## config.mk

```make
export PLATFORM = sky130hd
export DESIGN_NAME = pc_mem_block_flat
export DESIGN_NICKNAME = d
export VERILOG_FILES = /design/src/rtl/pc_mem_block_if.sv /design/src/rtl/pc_mem_block.sv /design/src/flat_wrapper.sv
export SDC_FILE = /design/constraint.sdc
export NUM_CORES = 1
export LEC_CHECK = 0
export BUFFER_PORTS_ARGS = -buffer_cell sky130_fd_sc_hd__buf_2
export CORE_MARGIN = 4
export CORE_UTILIZATION = 53
export CTS_CLUSTER_SIZE = 30
export DETAILED_ROUTE_END_ITERATION = 8
export GPL_ROUTABILITY_DRIVEN = 0
export PLACE_DENSITY = 0.74
export SLEW_MARGIN = 30
export SYNTH_ARGS = -nofsm -noshare
export SYNTH_HDL_FRONTEND = slang
export SYNTH_SLANG_ARGS = --single-unit
```

## constraint.sdc

```tcl
create_clock -name clk -period 1.55 [get_ports clk]
set_input_delay 0.155 -clock clk [delete_from_list [all_inputs] [get_ports clk]]
set_output_delay 0.155 -clock clk [all_outputs]
set_load 0.005 [all_outputs]
```

## src/rtl/pc_mem_block_if.sv

```systemverilog
// rtl/pc_mem_block_if.sv - control strobes and shared-bus signals between sequencer and pc_mem_block
interface pc_mem_block_if;
  logic       pc_inc;
  logic       pc_en;
  logic       pc_load;
  logic       mar_load_n;
  logic       mdr_load_n;
  logic       ram_en_n;
  logic       ram_load_n;
  logic [7:0] bus_in;
  logic [7:0] bus_out;
  logic       bus_oe;

  // Sequencer side: issues strobes and presents the bus value
  modport master (
    output pc_inc, pc_en, pc_load, mar_load_n, mdr_load_n, ram_en_n, ram_load_n, bus_in,
    input  bus_out, bus_oe
  );

  // Memory block side: samples strobes and drives its bus contribution
  modport slave (
    input  pc_inc, pc_en, pc_load, mar_load_n, mdr_load_n, ram_en_n, ram_load_n, bus_in,
    output bus_out, bus_oe
  );
endinterface

```

## src/rtl/pc_mem_block.sv

```systemverilog
// rtl/pc_mem_block.sv - PC, MAR, MDR and 16x8 RAM for SAP CPU; optional programming port via PC_MEM_PROG_EN
module pc_mem_block (
  input  logic          clk,
  input  logic          rst_n,
  pc_mem_block_if.slave bus,
  output logic          bus_conflict,
  output logic [3:0]    pc_q,
  output logic [3:0]    mar_q,
  input  logic          prog_en,
  input  logic          prog_we,
  input  logic [3:0]    prog_addr,
  input  logic [7:0]    prog_data
);

  logic [3:0] pc;
  logic [3:0] mar;
  logic [7:0] mdr;
  logic       conflict;
  logic [7:0] ram [16];
  logic [7:0] rd_data;
  logic       core_act;

`ifdef PC_MEM_PROG_EN
  // Programming mode masks every core strobe
  assign core_act = ~prog_en;
`else
  logic unused_prog;
  assign core_act    = 1'b1;
  assign unused_prog = ^{prog_en, prog_we, prog_addr, prog_data};
`endif

  // PC, MAR, MDR and sticky conflict flag
  always_ff @(posedge clk or negedge rst_n) begin
    if (!rst_n) begin
      pc       <= 4'h0;
      mar      <= 4'h0;
      mdr      <= 8'h00;
      conflict <= 1'b0;
    end else if (core_act) begin
      if (bus.pc_load)
        pc <= bus.bus_in[3:0];
      else if (bus.pc_inc)
        pc <= pc + 4'h1;
      if (!bus.mar_load_n)
        mar <= bus.bus_in[3:0];
      if (!bus.mdr_load_n)
        mdr <= bus.bus_in;
      if (bus.pc_en && !bus.ram_en_n)
        conflict <= 1'b1;
    end
  end

  // RAM array: cleared on reset, written from pre-edge MAR/MDR or the programming port
  always_ff @(posedge clk or negedge rst_n) begin
    if (!rst_n) begin
      for (int i = 0; i < 16; i++)
        ram[i] <= 8'h00;
    end else begin
      if (core_act && !bus.ram_load_n)
        ram[mar] <= mdr;
`ifdef PC_MEM_PROG_EN
      if (prog_en && prog_we)
        ram[prog_addr] <= prog_data;
`endif
    end
  end

  assign rd_data = ram[mar];

  // Bus drive: RAM wins over PC; silent during reset and programming mode
  always_comb begin
    bus.bus_oe  = 1'b0;
    bus.bus_out = 8'h00;
    if (rst_n && core_act) begin
      bus.bus_oe = bus.pc_en | ~bus.ram_en_n;
      if (!bus.ram_en_n)
        bus.bus_out = rd_data;
      else if (bus.pc_en)
        bus.bus_out = {4'h0, pc};
    end
  end

  assign bus_conflict = conflict;
  assign pc_q         = pc;
  assign mar_q        = mar;

endmodule
```

## src/flat_wrapper.sv

```systemverilog
// flat-port wrapper written by rule: the top's interface ports become plain ports
module pc_mem_block_flat 
  (clk, rst_n, bus_conflict, pc_q, mar_q, prog_en, prog_we, prog_addr, prog_data, bus_pc_inc, bus_pc_en, bus_pc_load, bus_mar_load_n, bus_mdr_load_n, bus_ram_en_n, bus_ram_load_n, bus_bus_in, bus_bus_out, bus_bus_oe);
  pc_mem_block_if bus_i ();
  input  logic clk;
  input  logic rst_n;
  output logic bus_conflict;
  output logic [3:0] pc_q;
  output logic [3:0] mar_q;
  input  logic prog_en;
  input  logic prog_we;
  input  logic [3:0] prog_addr;
  input  logic [7:0] prog_data;
  input wire logic [$bits(bus_i.pc_inc)-1:0] bus_pc_inc;
  input wire logic [$bits(bus_i.pc_en)-1:0] bus_pc_en;
  input wire logic [$bits(bus_i.pc_load)-1:0] bus_pc_load;
  input wire logic [$bits(bus_i.mar_load_n)-1:0] bus_mar_load_n;
  input wire logic [$bits(bus_i.mdr_load_n)-1:0] bus_mdr_load_n;
  input wire logic [$bits(bus_i.ram_en_n)-1:0] bus_ram_en_n;
  input wire logic [$bits(bus_i.ram_load_n)-1:0] bus_ram_load_n;
  input wire logic [$bits(bus_i.bus_in)-1:0] bus_bus_in;
  output wire logic [$bits(bus_i.bus_out)-1:0] bus_bus_out;
  output wire logic [$bits(bus_i.bus_oe)-1:0] bus_bus_oe;
  assign bus_i.pc_inc = bus_pc_inc;
  assign bus_i.pc_en = bus_pc_en;
  assign bus_i.pc_load = bus_pc_load;
  assign bus_i.mar_load_n = bus_mar_load_n;
  assign bus_i.mdr_load_n = bus_mdr_load_n;
  assign bus_i.ram_en_n = bus_ram_en_n;
  assign bus_i.ram_load_n = bus_ram_load_n;
  assign bus_i.bus_in = bus_bus_in;
  assign bus_bus_out = bus_i.bus_out;
  assign bus_bus_oe = bus_i.bus_oe;
  pc_mem_block u_core (.clk(clk), .rst_n(rst_n), .bus(bus_i), .bus_conflict(bus_conflict), .pc_q(pc_q), .mar_q(mar_q), .prog_en(prog_en), .prog_we(prog_we), .prog_addr(prog_addr), .prog_data(prog_data));
endmodule
```

==> out/qor.csv, run 1 <==
stage,metric,value,unit
status,status,"finished, violations left",
status,violated checks,setup timing,
critical_path,crit path max fanout,9,
cts,CTS tree,yes,
grt,antenna violations before repair,0,
logic_synthesis,synthesized area per cell,15.3,um^2
min_path,Hold Crit Class,input pin to flop,
detailed_routing,DR DRC count,0,
grt,first-pass GRT wire length,23.4,mm
detailed_routing,drt wl/cell,21.2,um
timing,highest clock rate,0.468,GHz
timing,max_slew headroom,50.3,%
grt,grt total ovfl,0,
logic_synthesis,post-synthesis sequential area ratio,54.8,%
logic_synthesis,distinct cell type count after synthesis,35,
final_layout,Layout area overhead,27.7,%
critical_path,CP required,1390,ps
critical_path,Bufs and invs on worst path,3,
floorplanning,Site Rows,40,
timing,fin. max-slew vios,0,
final_layout,Final nets,552,
logic_synthesis,top-count cell post-synth,dfrtp_1,
timing,final setup vio count,136,
cts,worst skew pair latency,420,ps
timing,Fin. Hold Viols,0,
detailed_routing,DRT Pass-1 Iters,4,
placement,HPWL after detailed placement,9.55,mm
critical_path,CP Cell Sequence,buf_12 > buf_12 > mux4_2 > mux2i_1 > o22ai_1 > buf_2,
final_layout,Layout Cells excl Fill,701,
logic_synthesis,register bit total from synthesis,145,
pwr,Power per Cell Area,1580,nW/um^2
logic_synthesis,async set or reset register ratio after synthesis,100,%
critical_path,Setup CP Type,flop to output pin,
critical_path,"most used cell, CP",buf_12,
floorplanning,die area,14300,um^2
pwr,Internal,9.88,mW
detailed_routing,met3 wire length,514,um
floorplanning,IO Pins,49,
placement,pre-CTS setup slack,-215,ps
timing,final setup margin,-586,ps
cts,clk sinks,145,
floorplanning,core box area,12100,um^2
cts,cts bufs inserted,17,
critical_path,CP Launch Type,flop,
logic_synthesis,"top cells by area, synth","dfrtp_1, mux2_2, mux4_2",
detailed_routing,Top Metal Used,met4,
final_layout,antenna cells,0,
detailed_routing,Vias/cell,5.78,
critical_path,CP max stage cell,mux4_2,
floorplanning,Starting Density,54.7,%
logic_synthesis,dominant cell type by area after synthesis,dfrtp_1,
critical_path,"CP delay by family, top",multiplexers,
logic_synthesis,"EDFF count, synth",0,
detailed_routing,Routed WL,14.8,mm
cts,clk slew on worst S/H paths,60,ps
logic_synthesis,synth warn,0,
critical_path,CP max stage delay,470,ps
floorplanning,die width,120,um
critical_path,Arrival @ worst endpoint,1980,ps
timing,worst-margin pin slew,746,ps
final_layout,finished layout cell area,8450,um^2
grt,pin count of the biggest net entering global routing,99,
logic_synthesis,top_reg_cell synth,dfrtp_1,
detailed_routing,DR iter-0 viols,188,
pwr,Net Sw Frac,26.3,%
cts,htree depth,4,
pwr,Clock Power Share,28.5,%
pwr,"Power, Total",13.4,mW
logic_synthesis,syn nets,464,
run,Max Cap Viol,0,
detailed_routing,Detail Route Antenna Nets,0,
logic_synthesis,Post-synth top cells,"dfrtp_1, mux2_2, mux4_2, mux2i_1, nand2_1",
cts,maximum clock insertion buffer count,2,
timing,setup repair after global routing missed its margin,true,
pwr,Leakage Power,3.82,nW
logic_synthesis,"Cell Area, Synth",6620,um^2
pwr,sw power,3.52,mW
detailed_routing,Vias,4055,
timing,crit share post-route,138,%
grt,gr usage total,21.6,%
logic_synthesis,share of the synthesized area in the top cell type,54.8,%
final_layout,fillers,820,
timing,final period demand of the worst path,2140,ps
floorplanning,Die Ht,120,um
critical_path,crit path capture type,output pin,
timing,Worst Skew,5.15,ps
cts,Clock Tree Root,clkbuf_16,
pwr,combinational share of power,25.8,%
placement,port bufs,34,
grt,vias in the first global route,4409,
pwr,maximum VDD drop,1.23,mV
pwr,Reg power frac,45.6,%
detailed_routing,DR WL met2,7.49,mm
placement,Area after DPL,7300,um^2
placement,Inst Count DP,654,
logic_synthesis,Syn Inst Count,432,
final_layout,share of post-route cells with drive strength above 1,59.3,%
detailed_routing,metal1 wirelength,6.65,mm
[kinds of logic (layout without fill, tap and decap cells)]
kind of cell	count (synthesis)	count (layout)	share of synthesized area [%]
multiplexers	190	190	36.3
flip-flops	145	145	54.8
AND/OR/NAND/NOR	41	41	3.63
buffers and inverters	29	130	2.38
AO/OA/AOI/OAI	23	23	2.31
XOR/XNOR	3	3	0.397
adder cells (fa/ha/maj)	1	1	0.189
[through the flow]
stage | TNS, ps | util, % | hold slack [ps]
floorplan | -384 | - | -141
global placement | -6950 | 60.2 | 84.9
finish | -32370 | 69.8 | 18.0
global route | -38780 | 69.8 | 37.5
detailed placement | -10490 | 60.2 | 86.3
CTS | -29050 | 67.5 | 9.32
[metal layers]
layer	vias to the layer above	GRT usage (%)
met1	2160	28.3
li1	1795	-
met3	19	5.98
met4	0	6.08
met5	-	0
met2	81	35.5
[timing repair]
action                                 4_1_cts  5_1_grt
pin swaps                                    4        5
gates cloned                                 0        0
endpoints found under the hold margin      114        5
hold buffers                                11        1
setup endpoints to repair                  136      137
setup buffers                                3        1
resized for setup                           47       69
[worst paths after layout]
path | depth (start not counted) | slack, ps | start | end
min in group asynchronous | 3 | 50 | rst_n | u_core.ram[91]$_DFFE_PN0P_
max | 6 | -590 | u_core.mar_q[0]$_DFFE_PN0N_ | bus_bus_out[4]
max in group asynchronous | 4 | 810 | rst_n | u_core.ram[73]$_DFFE_PN0P_
min reg2reg | 1 | 500 | u_core.ram[108]$_DFFE_PN0P_ | u_core.ram[108]$_DFFE_PN0P_
max reg2reg | 7 | -330 | u_core.mar_q[0]$_DFFE_PN0N_ | u_core.ram[4]$_DFFE_PN0P_
min | 2 | 20 | bus_pc_load | u_core.pc_q[1]$_DFFE_PN0P_
[sequential cells by signal, indices dropped and copies added, names as in the netlist]
signal and flops:
u_core.ram 128, u_core.mdr 8, u_core.mar_q 4, u_core.pc_q 4, u_core.bus_conflict 1
[cell usage in the layout (no fill, tap or decap), types with 2 or more instances in the layout]
| cell type | n |
|---|---|
| buf_6 | 22 |
| dfrtp_2 | 2 |
| nand3b_1 | 2 |
| mux4_2 | 26 |
| nor3b_4 | 3 |
| o211ai_1 | 2 |
| mux2i_2 | 2 |
| nand2_1 | 12 |
| clkbuf_16 | 17 |
| clkbuf_8 | 3 |
| o21ai_1 | 2 |
| o22ai_1 | 4 |
| o21ai_2 | 4 |
| mux2i_1 | 21 |
| a221oi_2 | 6 |
| buf_12 | 7 |
| buf_8 | 3 |
| dfrtp_1 | 143 |
| mux2_4 | 53 |
| clkinv_2 | 7 |
| clkinvlp_4 | 3 |
| buf_4 | 20 |
| buf_2 | 33 |
| xnor2_1 | 2 |
| nor2b_4 | 3 |
| dlygate4sd3_1 | 11 |
| mux2_2 | 88 |
| nor2b_1 | 5 |
| nand2_2 | 5 |
| o21ai_0 | 3 |
[power groups by stage]
| stage | combinational [mW] | clock (mW) | sequential (mW) |
|---|---|---|---|
| after floorplan | 2.37 | 0 | 5.76 |
| after global placement | 2.84 | 0 | 6.01 |
| after detailed placement | 2.96 | 0 | 6.11 |
| after CTS | 3.20 | 3.90 | 6.07 |
| after global routing | 3.73 | 4.07 | 6.28 |
| final | 3.46 | 3.83 | 6.11 |
[area by class of cell]
cell class              count  area (um^2)  area share, %
inverters                   1         3.75         0.0444
repair buffers             97          871           10.3
well taps                 168          210           2.49
multi-input cells         258         3180           37.6
clock buffers              21          470           5.56
flip-flops and latches    145         3630           42.9
clock inverters            11         87.6           1.04
Note: power is estimated with default switching activity, not from simulation.
==> inputs of run 2 (changes only) <==
PLACE_DENSITY = 0.72   (was 0.74)
clock period = 2.41 ns   (was 1.55 ns; I/O delays follow)
==> out/qor.csv, run 2 (synthesis gave the netlist of run 1 again) <==
stage,metric,value,unit,change
detailed_routing,drt wl/cell,20.6,um,-2.6%
final_layout,max reg flops,128,,unchanged
placement,HPWL after detailed placement,9.02,mm,-5.5%
pwr,Reg power frac,45.3,%,-0.3 points
placement,port bufs,34,,unchanged
grt,antenna violations before repair,0,,unchanged
final_layout,Final nets,513,,-7.1%
grt,pin count of the biggest net entering global routing,81,,-18%
critical_path,Setup CP Type,flop to output pin,,
final_layout,Layout Cells excl Fill,662,,-5.6%
status,status,completed,,
detailed_routing,DR iter-0 viols,283,,+51%
min_path,worst min-delay path startpoint,bus_ram_en_n,,
critical_path,CP required,2170,ps,+780 ps
cts,htree depth,4,,unchanged
grt,gr usage total,20.8,%,-0.81 points
min_path,Hold Path Cell Cnt,2,,unchanged
pwr,Power per Cell Area,1110,nW/um^2,-30%
grt,first-pass GRT wire length,22.5,mm,-4.1%
grt,grt total ovfl,0,,unchanged
timing,fin. max-slew vios,0,,unchanged
final_layout,finished layout cell area,7750,um^2,-8.3%
min_path,Hold Crit Class,input pin to flop,,
floorplanning,Site Rows,40,,unchanged
cts,clk sinks,145,,unchanged
detailed_routing,Vias,3875,,-4.4%
critical_path,flop2flop setup slack,370,ps,+700 ps
detailed_routing,Routed WL,13.7,mm,-8.0%
critical_path,crit path capture type,output pin,,
detailed_routing,Detail Route Antenna Nets,0,,unchanged
final_layout,Layout area overhead,17.1,%,
pwr,Leakage Power,3.42,nW,-11%
floorplanning,Starting Density,54.7,%,unchanged
timing,setup_tns,0,ps,+32370 ps
final_layout,"commonest non-fill, non-tap cell in the layout",dfrtp_1,,
pwr,Clock Power Share,33.3,%,+4.8 points
floorplanning,die width,120,um,unchanged
critical_path,Arrival @ worst endpoint,2080,ps,+100 ps
final_layout,share of post-route cells with drive strength above 1,53.2,%,-6.0 points
cts,CTS tree,yes,,
cts,cts bufs inserted,17,,unchanged
pwr,Internal,6.46,mW,-35%
pwr,sw power,2.14,mW,-39%
timing,Fin. Hold Viols,0,,unchanged
critical_path,Worst R2R Path Depth,4,,-3
pwr,"Power, Total",8.60,mW,-36%
detailed_routing,Vias/cell,5.85,,+1.2%
timing,highest clock rate,0.431,GHz,
placement,pre-CTS setup slack,238,ps,+453 ps
floorplanning,die area,14300,um^2,unchanged
critical_path,CP Launch Type,flop,,
pwr,maximum VDD drop,0.658,mV,-47%
floorplanning,Die Ht,120,um,unchanged
timing,final hold slack,45.9,ps,+28.0 ps
timing,max_slew headroom,52.5,%,+2.2 points
critical_path,Critical Path Start,u_core.mar_q[0]$_DFFE_PN0N_,,
run,Max Cap Viol,0,,unchanged
timing,final setup margin,92.0,ps,+678 ps
pwr,Net Sw Frac,24.9,%,-1.4 points
timing,final period demand of the worst path,2320,ps,
critical_path,crit path max fanout,16,,+7
final_layout,Top reg by flops,u_core.ram,,
cts,Clock Tree Root,clkbuf_16,,
floorplanning,core box area,12100,um^2,unchanged
floorplanning,IO Pins,49,,unchanged
timing,final setup vio count,0,,-100%
grt,vias in the first global route,4094,,-7.1%
placement,Area after DPL,7010,um^2,-3.9%
cts,maximum clock insertion buffer count,2,,unchanged
timing,crit share post-route,96.2,%,
cts,clk slew on worst S/H paths,60,ps,about the same
final_layout,antenna cells,0,,unchanged
final_layout,largest registers,"u_core.ram (128), u_core.mdr (8)",,
critical_path,RR Startpoint,u_core.mar_q[1]$_DFFE_PN0N_,,
detailed_routing,DRT Pass-1 Iters,4,,unchanged
timing,Worst Skew,4.58,ps,-0.566 ps
final_layout,final core utilization,64.0,%,-5.8 points
cts,worst skew pair latency,420,ps,about the same
placement,Inst Count DP,623,,-4.7%
final_layout,most frequent cells in the layout,"dfrtp_1, mux2_2, buf_2, mux4_2, mux2i_1",,
timing,worst-margin pin slew,712,ps,-33.5 ps
pwr,combinational share of power,21.4,%,-4.4 points
detailed_routing,DR DRC count,0,,unchanged
timing,setup repair after global routing missed its margin,false,,
-- run 2: cell count changes in the layout (fill, tap and decap cells not counted), sizes merged --
| cell | before | now |
|---|---|---|
| buf | 85 | 57 |
| dlygate4sd3 | 11 | 1 |
| bufinv | 1 | 5 |
| clkinv | 7 | 4 |
| clkinvlp | 3 | 1 |
| clkbuf | 21 | 22 |
| dlymetal6s4s | 1 | 0 |
-- run 2: final timing paths --
kind / end
setup reg to reg: u_core.ram[104]$_DFFE_PN0P_
max in group asynchronous: u_core.ram[103]$_DFFE_PN0P_
hold / removal: u_core.bus_conflict$_DFFE_PN0P_
hold reg to reg: u_core.bus_conflict$_DFFE_PN0P_
setup / recovery: bus_bus_out[7]
min in group asynchronous: u_core.ram[75]$_DFFE_PN0P_
-- run 2: area by class of cell --
class	count	area, um^2
flip-flops and latches	145	3630
clock inverters	10	181
inverters	1	3.75
multi-input cells	258	2860
repair buffers	58	400
clock buffers	22	464
well taps	168	210
fillers	904	4360
-- run 2: critical path, stage by stage, from the launching register on --
cell and delay (ps):
dfrtp_2 430, buf_12 190, mux4_2 540, mux2i_2 200, o22ai_1 130, buf_2 150
-- run 2: repair_timing --
| action | in CTS | in global routing |
|---|---|---|
| setup endpoints to repair | 8 | 5 |
| hold endpoints to repair | 65 | 0 |
| setup buffers | 3 | 2 |
| hold buffers | 2 | 0 |
| resized for setup | 1 | 10 |
-- run 2: power by group through the flow --
stage / logic [mW] / registers [mW] / clock network (mW)
after global routing: 2.01 / 4.01 / 3.04
after CTS: 1.84 / 3.89 / 2.91
after detailed placement: 1.81 / 3.93 / 0
after floorplan: 1.49 / 3.70 / 0
final: 1.84 / 3.90 / 2.86
after global placement: 1.74 / 3.84 / 0
-- run 2: layer usage --
layer	GRT usage (%)	wire length (um)
met1	28.2	6100
met5	0	0
met4	6.66	184
met3	5.47	580
met2	33.0	6790
==> inputs of run 3 (changes only) <==
CORE_UTILIZATION = 41   (was 53)
PLACE_DENSITY = not set   (was 0.72)
==> out/qor.csv, run 3 (synthesis gave the netlist of run 1 again) <==
stage,metric,value,unit,change
status,status,"finished, violations left",,
status,violated checks,hold timing,,
critical_path,CP max stage cell,mux4_2,,
cts,CTS tree,yes,,
timing,setup_tns,0,ps,unchanged
pwr,Leakage Power,3.39,nW,-1.0%
floorplanning,die width,135,um,+13%
grt,pin count of the biggest net entering global routing,83,,+2.5%
grt,first-pass GRT wire length,23.3,mm,+3.5%
timing,Worst Skew,7.98,ps,+3.40 ps
detailed_routing,Detail Route Antenna Nets,0,,unchanged
detailed_routing,drt wl/cell,20.8,um,+1.1%
detailed_routing,DRT Pass-1 Iters,4,,unchanged
timing,setup repair after global routing missed its margin,true,,
cts,worst skew pair latency,430,ps,about the same
floorplanning,Die Ht,135,um,+13%
floorplanning,die area,18200,um^2,+27%
detailed_routing,Vias,3868,,-0.18%
pwr,maximum VDD drop,0.613,mV,-6.9%
placement,HPWL after detailed placement,9.39,mm,+4.1%
cts,clk sinks,145,,unchanged
grt,gr usage total,17.2,%,-3.6 points
cts,cts bufs inserted,17,,unchanged
timing,highest clock rate,0.418,GHz,-3.1%
min_path,Hold Crit Class,input pin to asynchronous set/reset pin,,
cts,htree depth,4,,unchanged
placement,pre-CTS setup slack,286,ps,+48.1 ps
critical_path,CP required,2170,ps,about the same
critical_path,CP max stage delay,520,ps,-20 ps
timing,crit share post-route,99.3,%,+3.1 points
timing,final hold slack,-16.2,ps,-62.1 ps
grt,antenna violations before repair,0,,unchanged
final_layout,antenna cells,0,,unchanged
floorplanning,IO Pins,49,,unchanged
grt,grt total ovfl,0,,unchanged
critical_path,crit path capture type,output pin,,
timing,worst-margin pin slew,786,ps,+73.7 ps
critical_path,CP Cell Sequence,buf_12 > mux4_2 > mux2i_2 > o22ai_1 > buf_2,,
critical_path,Setup CP Type,flop to output pin,,
placement,port bufs,34,,unchanged
floorplanning,core box area,15800,um^2,+31%
final_layout,share of post-route cells with drive strength above 1,54.0,%,+0.72 points
timing,final setup vio count,0,,unchanged
grt,vias in the first global route,4117,,+0.56%
pwr,Power per Cell Area,1050,nW/um^2,-4.9%
timing,fin. max-slew vios,0,,unchanged
timing,max_slew headroom,47.6,%,-4.9 points
critical_path,CP Launch Type,flop,,
cts,Clock Tree Root,clkbuf_16,,
cts,maximum clock insertion buffer count,2,,unchanged
final_layout,"commonest non-fill, non-tap cell in the layout",dfrtp_1,,
timing,final period demand of the worst path,2390,ps,+74.9 ps
final_layout,Final nets,517,,+0.78%
critical_path,crit path max fanout,8,,-8
timing,final setup margin,17.1,ps,-74.9 ps
detailed_routing,DR iter-0 viols,229,,-19%
detailed_routing,Vias/cell,5.46,,-6.8%
final_layout,max reg flops,128,,unchanged
cts,clk slew on worst S/H paths,60,ps,about the same
final_layout,Layout area overhead,17.2,%,about the same
detailed_routing,Routed WL,14.8,mm,+8.2%
final_layout,Top reg by flops,u_core.ram,,
run,Max Cap Viol,0,,unchanged
floorplanning,Site Rows,46,,+15%
final_layout,largest registers,"u_core.ram (128), u_core.mdr (8)",,
timing,Fin. Hold Viols,8,,+8
final_layout,most frequent cells in the layout,"dfrtp_1, mux2_2, buf_2, mux4_2, buf_4",,
detailed_routing,DR DRC count,0,,unchanged
floorplanning,Starting Density,41.8,%,-13 points
critical_path,Arrival @ worst endpoint,2150,ps,+70 ps
## run 3: cell types whose count changed in the layout (fill, tap and decap cells not counted), moves of 2 or more
cell | previous run | this run
bufinv_16 | 5 | 1
mux2i_1 | 22 | 19
o21ai_1 | 6 | 3
a221oi_1 | 3 | 5
a221oi_2 | 3 | 1
buf_6 | 2 | 4
clkbuf_1 | 3 | 1
dfrtp_2 | 1 | 3
mux2i_2 | 1 | 3
o21ai_0 | 3 | 5
## run 3: per-layer routing
metal / part of all wire (%) / global-route usage, % / vias up
met5: 0 / 0 / -
met4: 1.7 / 6.10 / 0
met3: 4.4 / 4.88 / 23
met2: 48 / 27.4 / 67
met1: 46 / 22.7 / 2064
li1: - / - / 1714
## run 3: worst max-delay path: cells and delay by family, from the launching register on
family	cells	cell delay (ps)
AOI/OAI and AO/OA	1	160
buffers and inverters	2	350
DFF	1	480
muxes	2	730
## run 3: final timing paths
check	start	to	slack [ps]	cells past startpoint
setup / recovery	u_core.mar_q[0]$_DFFE_PN0N_	bus_bus_out[4]	20	5
hold / removal	rst_n	u_core.bus_conflict$_DFFE_PN0P_	-20	2
setup reg to reg	u_core.mar_q[1]$_DFFE_PN0N_	u_core.ram[104]$_DFFE_PN0P_	430	4
hold reg to reg	u_core.bus_conflict$_DFFE_PN0P_	u_core.bus_conflict$_DFFE_PN0P_	470	1
max in group asynchronous	rst_n	u_core.ram[30]$_DFFE_PN0P_	1190	3
min in group clk	bus_ram_en_n	u_core.bus_conflict$_DFFE_PN0P_	40	2
## run 3: where the power goes
group,leakage (nW),internal (mW),switching (mW)
clock,0.255,1.43,0.958
sequential,1.77,3.36,0.529
combinational,1.37,1.25,0.651
total,3.39,6.04,2.14
## run 3: timing repair
action,CTS,global route
hold buffers,1,0
gates resized for setup,8,4
setup endpoints to repair,8,6
hold endpoints to repair,4,0
buffers inserted,6,0
gates cloned,1,0
## run 3: cell type report
type                            count  area (um^2)
Inverter                            1         3.75
Sequential cell                   145         3630
Clock inverter                      7         65.1
Timing Repair Buffer               62          463
Clock buffer                       20          457
Multi-Input combinational cell    258         2870
Tap cell                          216          270
Fill cell                        1346         8070
## run 3: metrics by stage
stage | util (%) | hold slack (ps) | std cells | total power [mW] | cell area [um^2]
2_1_floorplan | - | -54.6 | 432 | 5.20 | 6620
3_3_place_gp | 44.8 | 32.8 | 674 | 5.63 | 7090
3_5_place_dp | 44.8 | 33.7 | 674 | 5.75 | 7100
4_1_cts | 48.9 | 14.9 | 709 | 8.22 | 7740
5_1_grt | 49.0 | 28.9 | 709 | 8.62 | 7760
6_report | 49.0 | -16.2 | 709 | 8.18 | 7760
